`config.mk`:
```
export PLATFORM = sky130hd
export DESIGN_NAME = pwm_duty_decoder
export DESIGN_NICKNAME = d
export VERILOG_FILES = /design/src/rtl/pwm_duty_decoder.sv
export SDC_FILE = /design/constraint.sdc
export NUM_CORES = 1
export LEC_CHECK = 0
export CORE_ASPECT_RATIO = 1.1
export CORE_UTILIZATION = 50
export DETAILED_ROUTE_END_ITERATION = 8
export PLACE_DENSITY = 0.74
export SLEW_MARGIN = 40
export SYNTH_ARGS = -nofsm -noshare
export SYNTH_HDL_FRONTEND = slang
export SYNTH_SLANG_ARGS = --single-unit
```
`constraint.sdc`:
```
create_clock -name clk -period 8.38 [get_ports clk]
set_clock_uncertainty 0.15 [all_clocks]
set_input_delay 2.514 -clock clk [delete_from_list [all_inputs] [get_ports clk]]
set_output_delay 2.514 -clock clk [all_outputs]
set_load 0.01 [all_outputs]
```
`src/rtl/pwm_duty_decoder.sv`:
```
// PWM input decoder: measures high time, period and 8-bit duty in prescaled ticks.
// Optional glitch filter on the synchronized input is enabled by PWM_DECODER_GLITCH_FILTER_EN.
module pwm_duty_decoder #(
   parameter int unsigned DIV_MAX = 3334,
   parameter int unsigned CNT_W   = 16,
   parameter int unsigned TIMEOUT = 1024
) (
   input  logic             clk,
   input  logic             rst_n,
   input  logic             ena,
   input  logic             pwm_in,
   output logic [7:0]       duty,
   output logic [CNT_W-1:0] high_ticks,
   output logic [CNT_W-1:0] period_ticks,
   output logic             valid,
   output logic             static_flag,
   output logic             static_level
);

   localparam logic [11:0]      PRESC_LAST = 12'(DIV_MAX - 1);
   localparam logic [CNT_W-1:0] CNT_MAX    = '1;
   localparam logic [CNT_W-1:0] CNT_ONE    = {{(CNT_W-1){1'b0}}, 1'b1};
   localparam logic [CNT_W-1:0] TIMEOUT_C  = CNT_W'(TIMEOUT);
   localparam logic [CNT_W-1:0] DUTY_SAT   = CNT_W'(255);

   typedef enum logic [1:0] {StIdle, StHigh, StLow} state_e;

   state_e           state_q, state_d;
   logic             s1_q, s2_q, s3_q;
   logic             lvl;
   logic [11:0]      presc_q, presc_d;
   logic             tick;
   logic [CNT_W-1:0] high_cnt_q, high_cnt_d, low_cnt_q, low_cnt_d, idle_cnt_q, idle_cnt_d;
   logic [CNT_W-1:0] high_inc, low_inc, idle_inc;
   logic [CNT_W:0]   period_sum;
   logic             rise, fall;
   logic [7:0]       duty_q, duty_d;
   logic [CNT_W-1:0] high_ticks_q, high_ticks_d, period_ticks_q, period_ticks_d;
   logic             valid_q, valid_d, static_flag_q, static_flag_d;
   logic             static_level_q, static_level_d;

`ifdef PWM_DECODER_GLITCH_FILTER_EN
   // Filtered level follows s2 only after 3 consecutive clks of disagreement.
   logic       flt_q, flt_d;
   logic [1:0] flt_cnt_q, flt_cnt_d;

   always_comb begin
      flt_d     = flt_q;
      flt_cnt_d = 2'd0;
      if (s2_q != flt_q) begin
         if (flt_cnt_q == 2'd2) flt_d = s2_q;
         else flt_cnt_d = flt_cnt_q + 2'd1;
      end
   end

   always_ff @(posedge clk or negedge rst_n) begin
      if (!rst_n) begin
         flt_q     <= 1'b0;
         flt_cnt_q <= 2'd0;
      end else begin
         flt_q     <= flt_d;
         flt_cnt_q <= flt_cnt_d;
      end
   end

   assign lvl = flt_q;
`else
   assign lvl = s2_q;
`endif

   assign rise = lvl & ~s3_q;
   assign fall = ~lvl & s3_q;

   assign tick    = ena & (presc_q == PRESC_LAST);
   assign presc_d = (!ena || tick) ? 12'd0 : presc_q + 12'd1;

   assign high_inc = (tick && state_q == StHigh && high_cnt_q != CNT_MAX) ? high_cnt_q + CNT_ONE
                                                                          : high_cnt_q;
   assign low_inc  = (tick && state_q == StLow && low_cnt_q != CNT_MAX) ? low_cnt_q + CNT_ONE
                                                                        : low_cnt_q;
   assign idle_inc = (tick && idle_cnt_q != CNT_MAX) ? idle_cnt_q + CNT_ONE : idle_cnt_q;

   // The tick of the closing edge belongs to the LOW phase being left.
   assign period_sum = {1'b0, high_cnt_q} + {1'b0, low_inc};

   always_comb begin
      state_d        = state_q;
      high_cnt_d     = high_inc;
      low_cnt_d      = low_inc;
      idle_cnt_d     = idle_inc;
      duty_d         = duty_q;
      high_ticks_d   = high_ticks_q;
      period_ticks_d = period_ticks_q;
      valid_d        = 1'b0;
      static_flag_d  = static_flag_q;
      static_level_d = static_level_q;
      if (!ena) begin
         state_d    = StIdle;
         high_cnt_d = '0;
         low_cnt_d  = '0;
         idle_cnt_d = '0;
      end else if (rise || fall) begin
         idle_cnt_d = '0;
         case (state_q)
            StIdle: begin
               if (rise) begin
                  state_d    = StHigh;
                  high_cnt_d = '0;
                  low_cnt_d  = '0;
               end
            end
            StHigh: begin
               if (fall) begin
                  state_d   = StLow;
                  low_cnt_d = '0;
               end
            end
            StLow: begin
               if (rise) begin
                  state_d        = StHigh;
                  high_ticks_d   = high_cnt_q;
                  period_ticks_d = period_sum[CNT_W] ? CNT_MAX : period_sum[CNT_W-1:0];
                  duty_d         = (high_cnt_q > DUTY_SAT) ? 8'hFF : high_cnt_q[7:0];
                  static_flag_d  = 1'b0;
                  valid_d        = 1'b1;
                  high_cnt_d     = '0;
                  low_cnt_d      = '0;
               end
            end
            default: state_d = StIdle;
         endcase
      end else if (!static_flag_q && idle_cnt_q >= TIMEOUT_C) begin
         state_d        = StIdle;
         static_flag_d  = 1'b1;
         static_level_d = s2_q;
         duty_d         = {8{s2_q}};
         high_ticks_d   = '0;
         period_ticks_d = '0;
         valid_d        = 1'b1;
      end
   end

   always_ff @(posedge clk or negedge rst_n) begin
      if (!rst_n) begin
         s1_q           <= 1'b0;
         s2_q           <= 1'b0;
         s3_q           <= 1'b0;
         presc_q        <= 12'd0;
         state_q        <= StIdle;
         high_cnt_q     <= '0;
         low_cnt_q      <= '0;
         idle_cnt_q     <= '0;
         duty_q         <= 8'd0;
         high_ticks_q   <= '0;
         period_ticks_q <= '0;
         valid_q        <= 1'b0;
         static_flag_q  <= 1'b0;
         static_level_q <= 1'b0;
      end else begin
         s1_q           <= pwm_in;
         s2_q           <= s1_q;
         s3_q           <= lvl;
         presc_q        <= presc_d;
         state_q        <= state_d;
         high_cnt_q     <= high_cnt_d;
         low_cnt_q      <= low_cnt_d;
         idle_cnt_q     <= idle_cnt_d;
         duty_q         <= duty_d;
         high_ticks_q   <= high_ticks_d;
         period_ticks_q <= period_ticks_d;
         valid_q        <= valid_d;
         static_flag_q  <= static_flag_d;
         static_level_q <= static_level_d;
      end
   end

   assign duty         = duty_q;
   assign high_ticks   = high_ticks_q;
   assign period_ticks = period_ticks_q;
   assign valid        = valid_q;
   assign static_flag  = static_flag_q;
   assign static_level = static_level_q;

endmodule

```
* Yosys cells after proc, flatten, opt, wreduce, memory -nomap -nowiden
Index checks and enable logic that the tools add are counted.
Storage, ports and cells: logic and storage cells 98, register bits 108
Operators by class: bitwise gates (word level) 6, reductions and logical operators 16, order comparisons 2, add/subtract/negate cells 5, eq/ne operators 12, multiplexer cells 43
Operators with widths (count):
- 16-bit two-way mux | 21
- 16-bit by 1-bit adder with 16-bit output, second input constant | 3
- 16-bit inequality test, second input constant | 3
- 8-bit two-way mux | 5
- 16-bit case mux with 2 select lines | 1
- 16-bit by 16-bit adder with 17-bit output | 1
- 16-bit by 11-bit >= comparator with 1-bit output, second input constant | 1
- 16-bit by 8-bit greater-than comparator with 1-bit output, second input constant | 1
- 12-bit by 1-bit adder with 12-bit output, second input constant | 1
- 12-bit equality test, second input constant | 1
- 12-bit two-way mux | 1
- 2-bit two-way mux | 5
- 1-bit two-way mux | 9
- 4-bit inequality test, second input constant | 2
- 1-bit logical AND | 6
- 3-bit by 1-bit inequality test with 1-bit output, second input constant | 2
- 3-bit AND reduction | 2
- 2-bit inequality test, second input constant | 2
- 2-bit case mux with 2 select lines | 1
- 4-bit AND reduction | 1
- 1-bit AND | 3
- 1-bit NOT | 3
- 2-bit by 1-bit equality test with 1-bit output, second input constant | 1
- 2-bit equality test, second input constant | 1
- other kinds (5) | 7

* Logic depth before layout (Yosys ltp)
word-level depth 10, depth in mapped cells 16

* Least setup slack after synthesis
No wires, ideal clock.
path type input port to flip-flop, start input ena, end register period_ticks_q[14] (netlist: period_ticks[14]), arrival 5.180 ns, setup time 0.121 ns, path slack 2.929 ns, cell stages on the path 13, data required time 8.109 ns, buffers on the path 0, cells stage by stage and3b_1 and3b_2 nand4_4 nor3b_1 xor2_1 ha_1 a21o_1 nand3_1 a21oi_1 a2111oi_0 o31a_1 o2111ai_1 a22o_1
On the way: cells in the longest elaborated chain, start to end 9, elaborated cells between the ends (all ways) 10, classes of those cells add/sub: 1; mux: 5; bitwise: 1; reduce/logical: 3
Ends and longest elaborated chain:
- start: declaration | RTL line 10 | input logic ena,
- 1-bit AND | RTL line 74 | assign tick = ena & (presc_q == PRESC_LAST);
- 1-bit logical AND (2 in series) | RTL line 79 | assign low_inc = (tick && state_q == StLow && low_cnt_q != CNT_MAX) ? low_cnt_q + CNT_ONE
- 16-bit two-way mux | RTL line 79
- 16-bit by 16-bit adder with 17-bit output | RTL line 84 | assign period_sum = {1'b0, high_cnt_q} + {1'b0, low_inc};
- 16-bit two-way mux | RTL line 122 | period_ticks_d = period_sum[CNT_W] ? CNT_MAX : period_sum[CNT_W-1:0];
- 16-bit two-way mux | RTL line 119 | if (rise) begin
- 16-bit two-way mux | RTL line 104 | case (state_q)
- 16-bit two-way mux | RTL line 102 | end else if (rise || fall) begin
- end signal: assignment | RTL line 170 | period_ticks_q <= period_ticks_d;
- end: declaration | RTL line 38 | logic [CNT_W-1:0] high_ticks_q, high_ticks_d, period_ticks_q, period_ticks_d;
Several ways; a longest one is shown, not always the timed one. The select of a mux whose other input is x is not followed. A chain may end at the register's enable or synchronous reset.

* Worst setup path in the final report
start input ena, end register period_ticks_q[12] (netlist: period_ticks[12])
Same word-level chain as after synthesis.

==> impl_metrics.toml <==
[outcome]
status = "completed"

[logic_synthesis]
ys_seq_elements = 108
ys_seq_area_share_pct = 46.6
synth_cell_type_count = 54
yosys_warnings = 0
synth_top_area_share_pct = 46.6
yosysMostFrequentCell = "dfrtp_1"
syn_nets = 638
synth_flop_cell = "dfrtp_1"
syn_inst = 608
ys_top_cells_by_count = "dfrtp_1 (108), nand2_1 (74), nor2_1 (63)"
synth_area_leaders = "dfrtp_1 (47%), ha_1 (5.4%), nand2_1 (4.8%)"
syn_avg_cell_area_um2 = 9.54
synth-edff-count = 0
synth_top_area_cell = "dfrtp_1"
async_flop_share_pct = 100
synth_area_um2 = 5800

[floorplan]
die_area_um2 = 12000
core_um2 = 11100
die_x_um = 105
initial_core_util_pct = 52.2
fp.dieH_um = 115
rows = 40
ios = 47

[worst_setup_path]
required_ns = 8.47
cp.arrival_ns = 6.38
criticalPathCategory = "input pin to register"
rr_worst_depth = 14
r2r-end = "period_ticks[10]$_DFFE_PN0P_"
cp-start-kind = "input pin"
reg2reg_from = "low_cnt_q[8]$_DFF_PN0_"
ff2ff_setup_slack_ns = 4.11
end_kind = "register"
cp_max_fo = 11

[layout]
finalNetCount = 679
fin_area_um2 = 6730
utilization_pct = 60.6
drive_gt1_share_pct = 5.66
syn2layout_area_growth_pct = 16.1
insertedDiodeCount = 0

[detailed_routing]
ant_nets = 0
drc_errors = 0
drt_iter0_drc = 283
first_pass_iters = 5
finalWirelength_um = 12800
wire_per_inst_um = 15.9
via_count = 4612
via_per_inst = 5.76

[clock_network]
cts-buffers-inserted = 9
clockRootBuffer = "clkbuf_16"
cts.reportedPaths.clkPinSlew_ns = 0.08
clkSinkCount = 108
cts_resized = 0
cts_setup_buffers = 0
cts_hold_buf = 0
clockBufferDepth = 2
insertion_delay_ns = 0.35
tritoncts = "built"
h-tree-depth = 3

[placement]
dpl_cell_area_um2 = 6390
gp_congestion = 0.874
dp_hpwl_um = 9240
io_buffers = 46

[power]
p_comb_share_pct = 2.9
vdd_drop_max_v = 0.0000823
leakagePower_nw = 3.13
switching_share_pct = 22.1
p_clk_share_pct = 45.8
p_total_mw = 1.03
p_int_uw = 799
p_sw_uw = 226
seqPwrFrac_pct = 51.3
p_per_area_nw_per_um2 = 152

[sta]
finalCritPeriodShare_pct = 75.0
rsz0062_at_grt = "false"
slew_headroom_pct = 48.4
finalMaxSlewViolations = 0
max_freq_ghz = 0.159
post-route-min-period_ns = 6.29
final-setup-viol-count = 0
tightest_slew_ns = 0.755
hold_viol_final = 0
setup_tns_ns = 0

[min_path]
hold_path_class = "register to register"
holdPathStages = 0
hp-start = "s1_q$_DFF_PN0_"
hold_end = "lvl$_DFF_PN0_"

[grt]
overflow = 0
grtUsageTotal_pct = 23.3
grt_max_degree = 69
grt_pass1_vias = 4542
antenna_found_initial = 0
grt_first_pass_wirelength_um = 22000

[run]
cap_viol_max_count = 0
[cells in the final DEF, fill, tap and decap left out, types with 4 or more instances in the layout]
master and n:
mux2i_1 4, nor3_1 8, o21ai_0 33, and3_1 11, a21oi_1 19, or2_2 5, or3_1 5, nor4_1 5
xor2_1 26, clkdlybuf4s50_1 45, a21o_1 9, nor2_1 63, nand4_1 18, a22o_1 14, nand2_1 74, and4_1 5
dfrtp_1 108, nand3_1 34, and2_1 17, nor2b_1 8, xnor2_1 29, inv_1 18, clkbuf_16 9, ha_1 25
a31oi_1 8
[worst max-delay path, cell delays in order]
cell             delay (ns)
clkdlybuf4s50_1        0.66
and3b_1                0.28
and3b_2                0.25
nand4_4                0.13
nor4b_2                0.31
xor2_1                 0.25
ha_1                   0.34
a21oi_1                0.20
nor2_1                 0.06
a2111oi_0              0.69
o31a_1                 0.33
nor2_1                 0.06
a221o_1                0.28
[kinds of logic after synthesis]
group,Yosys count,synth area share [%]
buffers and inverters,37,2.46
AND/OR/NAND/NOR,271,23.9
flip-flops,108,46.6
multiplexers,6,1.08
XOR/XNOR,55,8.30
adder cells (fa/ha/maj),26,5.74
AO/OA/AOI/OAI,105,11.9
[layer usage]
layer / GRT usage, % / vias to the layer above / part of all wire (%)
li1: - / 2215 / -
met1: 29.5 / 2259 / 45
met2: 39.7 / 120 / 49
met3: 4.76 / 18 / 4.4
met4: 8.54 / 0 / 1.6
met5: 0 / - / 0
[through the flow]
step | hold slack (ns) | worst slack [ns] | instances
2_1_floorplan | 0.181 | 2.93 | 608
3_3_place_gp | 0.186 | 1.81 | 785
3_5_place_dp | 0.199 | 1.74 | 785
4_1_cts | 0.215 | 2.09 | 801
5_1_grt | 0.218 | 1.79 | 801
6_report | 0.210 | 2.09 | 801
[cell type report]
type | instances | area, µm²
Multi-Input combinational cell | 463 | 2960
Fill cell | 962 | 4380
Inverter | 18 | 67.6
Sequential cell | 108 | 2700
Tap cell | 147 | 184
Timing Repair Buffer | 49 | 484
Clock inverter | 6 | 105
Clock buffer | 10 | 229
[worst max-delay path by stage]
stage                                         to  slack [ns]  from
floorplan           period_ticks[14]$_DFFE_PN0P_        2.93   ena
global placement    period_ticks[14]$_DFFE_PN0P_        1.81   ena
detailed placement  period_ticks[12]$_DFFE_PN0P_        1.74   ena
CTS                 period_ticks[12]$_DFFE_PN0P_        2.09   ena
global route        period_ticks[10]$_DFFE_PN0P_        1.79   ena
finish              period_ticks[12]$_DFFE_PN0P_        2.09   ena
[power by group through the flow]
stage	Combinational [mW]	Sequential, mW	Clock [mW]
6_report	0.0297	0.526	0.470
5_1_grt	0.0348	0.526	0.502
4_1_cts	0.0304	0.526	0.481
3_5_place_dp	0.0304	0.536	0
3_3_place_gp	0.0297	0.536	0
2_1_floorplan	0.0142	0.536	0
[state kept, by name (all words and copies together), names as in the netlist]
signal        flops
high_cnt_q       16
high_ticks       16
idle_cnt_q       16
low_cnt_q        16
period_ticks     16
presc_q          12
duty              8
state_q           2
lvl               1
s1_q              1
s3_q              1
static_flag       1
static_level      1
valid             1
No activity file was read; power rests on OpenSTA's default activity.
